## src/rtl/aes_ui_pkg.sv

```systemverilog
// Types and constants shared by the keypad entry block and its column scanner.
package aes_ui_pkg;

  typedef enum logic [1:0] {
    ST_IDLE,
    ST_DEBOUNCE,
    ST_PRESSED,
    ST_RELEASE
  } kp_state_e;

  typedef enum logic [1:0] {
    FR_NONE,
    FR_SINGLE,
    FR_MULTI
  } frame_res_e;

  localparam int NIBBLES = 32;

  // Indexed by row*4 + col; entry [0] is row 0 / column 0.
  localparam logic [15:0][3:0] KEYMAP = {
    4'hD, 4'hE, 4'hF, 4'h0,
    4'hC, 4'h9, 4'h8, 4'h7,
    4'hB, 4'h6, 4'h5, 4'h4,
    4'hA, 4'h3, 4'h2, 4'h1
  };

endpackage

```

## src/rtl/keypad_col_scanner.sv

```systemverilog
// Drives the keypad columns, synchronizes the rows and classifies each
// four-column frame as no key, one key (with its code) or several keys.
module keypad_col_scanner
  import aes_ui_pkg::*;
#(
  parameter int SCAN_CYCLES = 100000
) (
  input  logic       clk,
  input  logic       rst_n,
  input  logic [3:0] row_i,
  output logic [3:0] col_o,
  output logic       frame_done_o,
  output logic [1:0] frame_res_o,
  output logic [3:0] frame_code_o
);

  localparam int CW = (SCAN_CYCLES > 1) ? $clog2(SCAN_CYCLES) : 1;
  localparam logic [CW-1:0] SCAN_LAST = CW'(SCAN_CYCLES - 1);

  logic [CW-1:0] scan_q, scan_d;
  logic [1:0]    cidx_q, cidx_d;
  logic [3:0]    sync1_q, sync2_q;
  logic [11:0]   hits_q, hits_d;
  logic          sample;
  logic [15:0]   all_hits;
  logic [4:0]    nhits;
  logic [3:0]    code;

  assign sample = (scan_q == SCAN_LAST);

  always_comb begin
    scan_d = scan_q + CW'(1);
    cidx_d = cidx_q;
    hits_d = hits_q;
    if (sample) begin
      scan_d = '0;
      cidx_d = cidx_q + 2'd1;
      case (cidx_q)
        2'd0:    hits_d[3:0]  = ~sync2_q;
        2'd1:    hits_d[7:4]  = ~sync2_q;
        2'd2:    hits_d[11:8] = ~sync2_q;
        default: hits_d       = hits_q;
      endcase
    end
  end

  always_ff @(posedge clk or negedge rst_n) begin
    if (!rst_n) begin
      scan_q  <= '0;
      cidx_q  <= '0;
      sync1_q <= 4'hF;
      sync2_q <= 4'hF;
      hits_q  <= '0;
    end else begin
      scan_q  <= scan_d;
      cidx_q  <= cidx_d;
      sync1_q <= row_i;
      sync2_q <= sync1_q;
      hits_q  <= hits_d;
    end
  end

  // Bit c*4+r of all_hits is key (row r, column c); column 3 comes straight
  // from the synchronizer so the result is ready on its own sample edge.
  assign all_hits = {~sync2_q, hits_q};

  always_comb begin
    nhits = '0;
    code  = '0;
    for (int i = 0; i < 16; i++) begin
      if (all_hits[i]) begin
        nhits = nhits + 5'd1;
        code  = KEYMAP[(i % 4) * 4 + (i / 4)];
      end
    end
  end

  assign col_o        = ~(4'b0001 << cidx_q);
  assign frame_done_o = sample && (cidx_q == 2'd3);
  assign frame_code_o = code;
  assign frame_res_o  = (nhits == 5'd0) ? FR_NONE :
                        (nhits == 5'd1) ? FR_SINGLE : FR_MULTI;

endmodule

```

## src/rtl/hex_keypad_entry.sv

```systemverilog
// Debounced hex keypad entry: one nibble per press shifted into a 128-bit
// register with a saturating nibble count.
module hex_keypad_entry
  import aes_ui_pkg::*;
#(
  parameter int SCAN_CYCLES     = 100000,
  parameter int DEBOUNCE_FRAMES = 5
) (
  input  logic         clk,
  input  logic         rst_n,
  input  logic [3:0]   row,
  input  logic         clear,
  output logic [3:0]   col,
  output logic [127:0] data,
  output logic         key_valid,
  output logic [3:0]   key_code,
  output logic [5:0]   nibble_count,
  output logic         full
);

  localparam int DCW = $clog2(DEBOUNCE_FRAMES + 1);
  localparam logic [DCW-1:0] DF_CNT = DCW'(DEBOUNCE_FRAMES);

  logic       frame_done;
  logic [1:0] frame_res_w;
  frame_res_e frame_res;
  logic [3:0] frame_code;

  kp_state_e      state_q, state_d;
  logic [3:0]     cand_q, cand_d;
  logic [DCW-1:0] cnt_q, cnt_d, cnt_inc;
  logic           accept;

  logic [127:0] data_q;
  logic [5:0]   count_q;
  logic         key_valid_q;
  logic [3:0]   key_code_q;

  keypad_col_scanner #(
    .SCAN_CYCLES(SCAN_CYCLES)
  ) u_scan (
    .clk         (clk),
    .rst_n       (rst_n),
    .row_i       (row),
    .col_o       (col),
    .frame_done_o(frame_done),
    .frame_res_o (frame_res_w),
    .frame_code_o(frame_code)
  );

  assign frame_res = frame_res_e'(frame_res_w);
  assign cnt_inc   = cnt_q + DCW'(1);

  always_comb begin
    state_d = state_q;
    cand_d  = cand_q;
    cnt_d   = cnt_q;
    accept  = 1'b0;
    if (frame_done) begin
      case (state_q)
        ST_IDLE: begin
          if (frame_res == FR_SINGLE) begin
            cand_d = frame_code;
            cnt_d  = DCW'(1);
            if (DEBOUNCE_FRAMES == 1) begin
              accept  = 1'b1;
              state_d = ST_PRESSED;
            end else begin
              state_d = ST_DEBOUNCE;
            end
          end
        end
        ST_DEBOUNCE: begin
          if (frame_res == FR_SINGLE && frame_code == cand_q) begin
            cnt_d = cnt_inc;
            if (cnt_inc == DF_CNT) begin
              accept  = 1'b1;
              state_d = ST_PRESSED;
            end
          end else if (frame_res == FR_SINGLE) begin
            cand_d = frame_code;
            cnt_d  = DCW'(1);
          end else begin
            state_d = ST_IDLE;
          end
        end
        ST_PRESSED: begin
          if (frame_res == FR_NONE) begin
            cnt_d   = DCW'(1);
            state_d = (DEBOUNCE_FRAMES == 1) ? ST_IDLE : ST_RELEASE;
          end
        end
        ST_RELEASE: begin
          if (frame_res == FR_NONE) begin
            cnt_d = cnt_inc;
            if (cnt_inc == DF_CNT) state_d = ST_IDLE;
          end else begin
            state_d = ST_PRESSED;
          end
        end
        default: state_d = ST_IDLE;
      endcase
    end
  end

  always_ff @(posedge clk or negedge rst_n) begin
    if (!rst_n) begin
      state_q <= ST_IDLE;
      cand_q  <= '0;
      cnt_q   <= '0;
    end else begin
      state_q <= state_d;
      cand_q  <= cand_d;
      cnt_q   <= cnt_d;
    end
  end

  // A clear on the accept edge swallows the key: the FSM still moves to
  // PRESSED above, but nothing is recorded or announced.
  always_ff @(posedge clk or negedge rst_n) begin
    if (!rst_n) begin
      data_q      <= '0;
      count_q     <= '0;
      key_valid_q <= 1'b0;
      key_code_q  <= '0;
    end else begin
      key_valid_q <= accept && !clear;
      if (clear) begin
        data_q  <= '0;
        count_q <= '0;
      end else if (accept) begin
        data_q     <= {data_q[123:0], cand_d};
        key_code_q <= cand_d;
        if (count_q != 6'(NIBBLES)) count_q <= count_q + 6'd1;
      end
    end
  end

  assign data         = data_q;
  assign nibble_count = count_q;
  assign key_valid    = key_valid_q;
  assign key_code     = key_code_q;
  assign full         = (count_q == 6'(NIBBLES));

endmodule

```

## config.mk

```make
export PLATFORM = sky130hd
export DESIGN_NAME = hex_keypad_entry
export DESIGN_NICKNAME = d
export VERILOG_FILES = /design/src/rtl/aes_ui_pkg.sv /design/src/rtl/keypad_col_scanner.sv /design/src/rtl/hex_keypad_entry.sv
export SDC_FILE = /design/constraint.sdc
export NUM_CORES = 1
export LEC_CHECK = 0
export BUFFER_PORTS_ARGS = -buffer_cell sky130_fd_sc_hd__buf_2
export CORE_MARGIN = 1.5
export CORE_UTILIZATION = 50
export CTS_CLUSTER_DIAMETER = 80
export DETAILED_ROUTE_END_ITERATION = 6
export PLACE_DENSITY = 0.71
export SKIP_CTS_REPAIR_TIMING = 1
export SYNTH_ARGS = -nofsm -noshare
export SYNTH_HDL_FRONTEND = slang
export SYNTH_SLANG_ARGS = --single-unit
export TNS_END_PERCENT = 50
```

## constraint.sdc

```tcl
create_clock -name clk -period 11.5 [get_ports clk]
set_input_delay 1.15 -clock clk [delete_from_list [all_inputs] [get_ports clk]]
set_output_delay 1.15 -clock clk [all_outputs]
set_load 0.02 [all_outputs]
```

==> results.ini, run 1 <==
[synthesis]
yosys_warnings = 0
synth_edf_count = 0
ys_seq_area_frac = 0.466
syn_area_per_cell_um2 = 10.7
synthCells = 938
netlist_top_cells_area = dfrtp_1 45%, mux2i_1 12%, nand2b_1 7.7%, xnor2_1 3.9%, ha_1 3.1%
synth.cell_area_um2 = 10100
async_flop_share = 1.00
netlist-cell-type-count = 67
synth_top_flop_cell = dfrtp_1
ys_seq_elements = 187
synth_top_area_frac = 0.445
yosys.area.top_type = dfrtp_1
postSynthNetCount = 970

[setup_path]
crit_path_max_incr_delay_ns = 0.40
critPathArrivalTime_ns = 10.82
worst_path_max_delay_cell = dfrtp_1
cp_common_cell = ha_1
required_ns = 11.83
criticalPathCategory = register to register
crit_family = adder cells
cp_max_fo = 41
critPathBufInv = 5
critPathCaptureType = register
start_kind = register

[drt]
route.detailed.drc = 0
viasPerCell = 5.27
drtAntennaViolNets = 0
vias = 7090
wl_um = 21500
drt_iter0_drc = 426
first_pass_iters = 5
avgRoutedWirePerCell_um = 16.0

[clocking]
cts_max_level = 4
numCtsBuffers = 17
cts_tree = done
cts_sinks = 187
cts_buffer_depth = 2
path_clk_slew_ns = 0.07
worstSkewPairLatency_ns = 0.42
cts-root-buf = clkbuf_16

[timing]
period_minus_slack_ns = 10.49
final.period_utilization = 0.913
tightest_slew_ns = 1.02
slew_viol_final = 0
rsz0062_at_grt = false
fmax_mhz = 95.3
finalSetupTns_ns = 0
relSlewSlack = 0.321
skew_ns = 0.0140
setup_violations = 0
hold_violations = 0

[power_and_ir_drop]
peakVddDrop_mv = 0.114
power.leakage_nw = 5.45
powerDensity_nw_per_um2 = 117

[die]
start_util = 0.513
coreArea_um2 = 19600
rows = 51
dieArea_um2 = 21000
ioPinCount = 151
dieHeight_um = 145
die_w_um = 145

[global_routing]
grt-ovfl-total = 0
grt_pass1_vias = 6948
grt_pass1_wl_um = 34300
antenna_found_initial = 0
grt_max_degree = 122
grtUsageTotal = 0.207

[hold_path]
min_path_type = register to register

[outcome]
outcome = finished clean

[layout]
final_common_cell = dfrtp_1
nNetsFinal = 1100
drive_gt1_frac = 0.214
fin_cells = 1346
syn_to_final_growth_pct = 16.3
mostFrequentLayoutCells = 179 x dfrtp_1, 148 x buf_2, 123 x nand2b_1
diodes = 0
fin_util = 0.597

[place]
dpl.hpwl_um = 14600
placed_cells = 1307
port_buffers = 150
routabilityCongestion = 0.798

[run]
drv_cap = 0

through the flow:
| step | total power [mW] | hold WS [ns] | setup WS (ns) | area, µm² |
|---|---|---|---|---|
| CTS | 1.38 | 0.355 | 0.466 | 11600 |
| floorplan | 0.709 | 0.345 | 1.58 | 10100 |
| global route | 1.42 | 0.356 | 0.0961 | 11700 |
| finish | 1.37 | 0.352 | 1.01 | 11700 |
| detailed placement | 0.731 | 0.347 | 0.499 | 10900 |
| global placement | 0.731 | 0.346 | 0.880 | 10900 |
worst paths after layout:
kind                                                   start                      endpoint  slack (ns)  cells past startpoint
worst max register to register  u_scan.hits_q[0]$_DFFE_PN0P_          data[15]$_DFFE_PN0P_        1.01                     47
worst min register to register   u_scan.sync1_q[3]$_DFF_PN1_   u_scan.sync2_q[3]$_DFF_PN1_        0.35                      0
min in group asynchronous                              rst_n   nibble_count[2]$_DFFE_PN0P_        0.84                      1
worst max-delay path            u_scan.hits_q[0]$_DFFE_PN0P_          data[15]$_DFFE_PN0P_        1.01                     47
max in group asynchronous                              rst_n  u_scan.cidx_q[0]$_DFFE_PN0N_        9.07                      2
worst min-delay path             u_scan.sync1_q[3]$_DFF_PN1_   u_scan.sync2_q[3]$_DFF_PN1_        0.35                      0
state kept, by name (all words and copies together), names as in the netlist:
register,flops
u_scan.sync1_q,4
cand_q,4
state_q,2
u_scan.scan_q,17
u_scan.cidx_q,2
u_scan.sync2_q,4
u_scan.hits_q,12
key_code,4
data,128
key_valid,1
nibble_count,6
cnt_q,3
cells in the mapped netlist (6+ instances only):
| cell type | n |
|---|---|
| nand2_1 | 61 |
| nor3_1 | 11 |
| or3_1 | 6 |
| a21oi_1 | 26 |
| mux2_2 | 8 |
| clkbuf_1 | 38 |
| xnor3_1 | 7 |
| buf_6 | 13 |
| inv_1 | 31 |
| nand4_1 | 18 |
| dfrtp_1 | 179 |
| xnor2_1 | 45 |
| nand3_1 | 21 |
| nor2_1 | 35 |
| dfstp_2 | 8 |
| mux2i_1 | 122 |
| ha_1 | 25 |
| xor2_1 | 19 |
| o21ai_0 | 44 |
| nand2b_1 | 123 |
| and3_1 | 7 |
| nor2b_1 | 7 |
| and2_1 | 7 |
metal layers:
metal  wire length (µm)  share of wire  up-vias  GRT usage
met5                  0              0        -          0
li1                   -              -     3514          -
met4                182         0.0085        0     0.0425
met3               1260          0.058       11     0.0688
met2              10300           0.48      128      0.337
met1               9800           0.46     3437      0.268
cells by family after synthesis:
kind of cell    Yosys count  synth area share
buf+inv                  84            0.0412
compound gates          111            0.0678
mux                     130             0.130
flops                   187             0.466
simple gates            325             0.180
xor+xnor                 76            0.0836
fa+ha+maj                25            0.0311
power by group:
part / internal (mW) / total [mW] / switching [mW]
sequential: 0.660 / 0.663 / 0.00311
clock: 0.374 / 0.644 / 0.270
combinational: 0.0235 / 0.0602 / 0.0367
cell type report:
type                            count  area [µm²]
Tap cell                          265         332
Multi-Input combinational cell    667        4980
Clock buffer                       17         425
Clock inverter                     15         230
Timing Repair Buffer              164         925
Inverter                           31         116
Fill cell                        1706        7890
Sequential cell                   187        4690
(Power assumes the default switching activity.)
==> inputs of run 2 (changes only) <==
ABC_CLOCK_PERIOD_IN_PS = 11500   (was unset)
PLACE_DENSITY = unset   (was 0.71)
PLACE_DENSITY_LB_ADDON = 0.12   (was unset)
==> run 2 against run 1 <==
Net effect:
- non-clock buffer count increased by 1
- cell area about the same
- largest cell class unchanged
- largest power group unchanged
- clock-buffer cell count unchanged
- die area unchanged
- power decreased by 2.5%
==> results.ini, run 2 (synthesis results as in run 1) <==
[outcome]
outcome = finished clean

[setup_path]
crit_path_max_incr_delay_ns = 0.42
required_ns = 11.86
cp-startpoint = u_scan.hits_q[0]$_DFFE_PN0P_
criticalPathCategory = register to register
reg2reg_from = u_scan.hits_q[0]$_DFFE_PN0P_
rr_worst_depth = 49
worst_path_max_delay_cell = or4_1
critPathCaptureType = register
rrSetupSlack_ns = 0.93
cp_common_cell = ha_1
critPathArrivalTime_ns = 10.93
reg2reg_to = nibble_count[2]$_DFFE_PN0P_
start_kind = register
endpoint = nibble_count[2]$_DFFE_PN0P_
cp_max_fo = 11

[die]
die_w_um = 145
start_util = 0.513
dieArea_um2 = 21000
rows = 51
ioPinCount = 151
dieHeight_um = 145
coreArea_um2 = 19600

[global_routing]
grt_pass1_vias = 7034
grt-ovfl-total = 0
grt_pass1_wl_um = 35000
grt_max_degree = 121
grtUsageTotal = 0.212
antenna_found_initial = 1

[layout]
final_common_cell = dfrtp_1
diodes = 0
largest_reg_flops = 128
mostFrequentLayoutCells = 179 x dfrtp_1, 148 x buf_2, 123 x nand2b_1
fin_cells = 1348
drive_gt1_frac = 0.216
fin_util = 0.597
nNetsFinal = 1102
fill_cells = 1755
register_area_um2 = 4690
postLayoutCellArea_um2 = 11700
syn_to_final_growth_pct = 16.2
multi_input_comb_area_um2 = 5000

[run]
drv_cap = 0

[place]
routabilityCongestion = 0.817
placed_cells = 1309
dpl.hpwl_um = 14700
port_buffers = 150
placed_area_um2 = 11000

[timing]
slew_viol_final = 0
final.period_utilization = 0.919
period_minus_slack_ns = 10.57
skew_ns = 0.0149
rsz0062_at_grt = false
setup_violations = 0
holdWs_ns = 0.355
fmax_mhz = 94.6
relSlewSlack = 0.340
hold_violations = 0
finalSetupTns_ns = 0
tightest_slew_ns = 0.990

[clocking]
cts_tree = done
worstSkewPairLatency_ns = 0.44
numCtsBuffers = 17
cts_buffer_depth = 2
path_clk_slew_ns = 0.08
cts_sinks = 187
cts_max_level = 4
cts-root-buf = clkbuf_16

[drt]
route.detailed.drc = 0
drt_iter0_drc = 397
first_pass_iters = 4
vias = 7142
viasPerCell = 5.30
drtAntennaViolNets = 0
avgRoutedWirePerCell_um = 16.0
wl_um = 21600

[power_and_ir_drop]
peakVddDrop_mv = 0.107
power.leakage_nw = 5.43
powerDensity_nw_per_um2 = 114

[hold_path]
min_path_type = register to register

## run 2: changes by cell type in the layout (fill, tap and decap cells not counted), moves of 2 or more
cell,before,now
clkinv_8,2,4
buf_16,2,0
inv_6,2,5
bufinv_16,4,1
buf_12,0,5
clkinv_2,2,0
## run 2: layer usage
| metal | wire (µm) | global-route usage |
|---|---|---|
| met5 | 13 | 0 |
| met3 | 1310 | 0.0655 |
| met2 | 10200 | 0.335 |
| met1 | 9800 | 0.279 |
| met4 | 317 | 0.0617 |
## run 2: worst min path at each step
stage	from	to	slack, ns	cells past startpoint
floorplan	u_scan.sync1_q[0]$_DFF_PN1_	u_scan.sync2_q[0]$_DFF_PN1_	0.35	0
global placement	u_scan.sync1_q[3]$_DFF_PN1_	u_scan.sync2_q[3]$_DFF_PN1_	0.35	0
detailed placement	u_scan.sync1_q[1]$_DFF_PN1_	u_scan.sync2_q[1]$_DFF_PN1_	0.35	0
CTS	u_scan.sync1_q[1]$_DFF_PN1_	u_scan.sync2_q[1]$_DFF_PN1_	0.35	0
global route	u_scan.sync1_q[2]$_DFF_PN1_	u_scan.sync2_q[2]$_DFF_PN1_	0.36	0
finish	u_scan.sync1_q[1]$_DFF_PN1_	u_scan.sync2_q[1]$_DFF_PN1_	0.35	0
## run 2: where the power goes
part / switching, mW / internal [mW]
logic: 0.0377 / 0.0226
clock network: 0.293 / 0.316
registers: 0.00304 / 0.660
total: 0.334 / 0.998
## run 2: worst max-delay path: cells and delay by family, from the launching register on
family	cells	cell delay [ns]
flip-flops	1	0.40
XOR/XNOR	4	0.68
multiplexers	3	0.84
AND/OR/NAND/NOR	14	2.28
adder cells (fa/ha/maj)	13	3.90
buffers and inverters	6	0.62
AO/OA/AOI/OAI	9	1.79
## run 2: cell type report
cell class | count | share of cell area
Clock buffer | 17 | 0.0364
Clock inverter | 15 | 0.0165
Inverter | 31 | 0.00995
Multi-Input combinational cell | 668 | 0.428
Sequential cell | 187 | 0.401
Tap cell | 265 | 0.0284
Timing Repair Buffer | 165 | 0.0802
## run 2: stage by stage
stage	total power, mW	setup WS [ns]
after global placement	0.732	0.831
after global routing	1.38	0.126
after detailed placement	0.732	0.424
final	1.33	0.931
after floorplan	0.709	1.58
after CTS	1.34	0.346
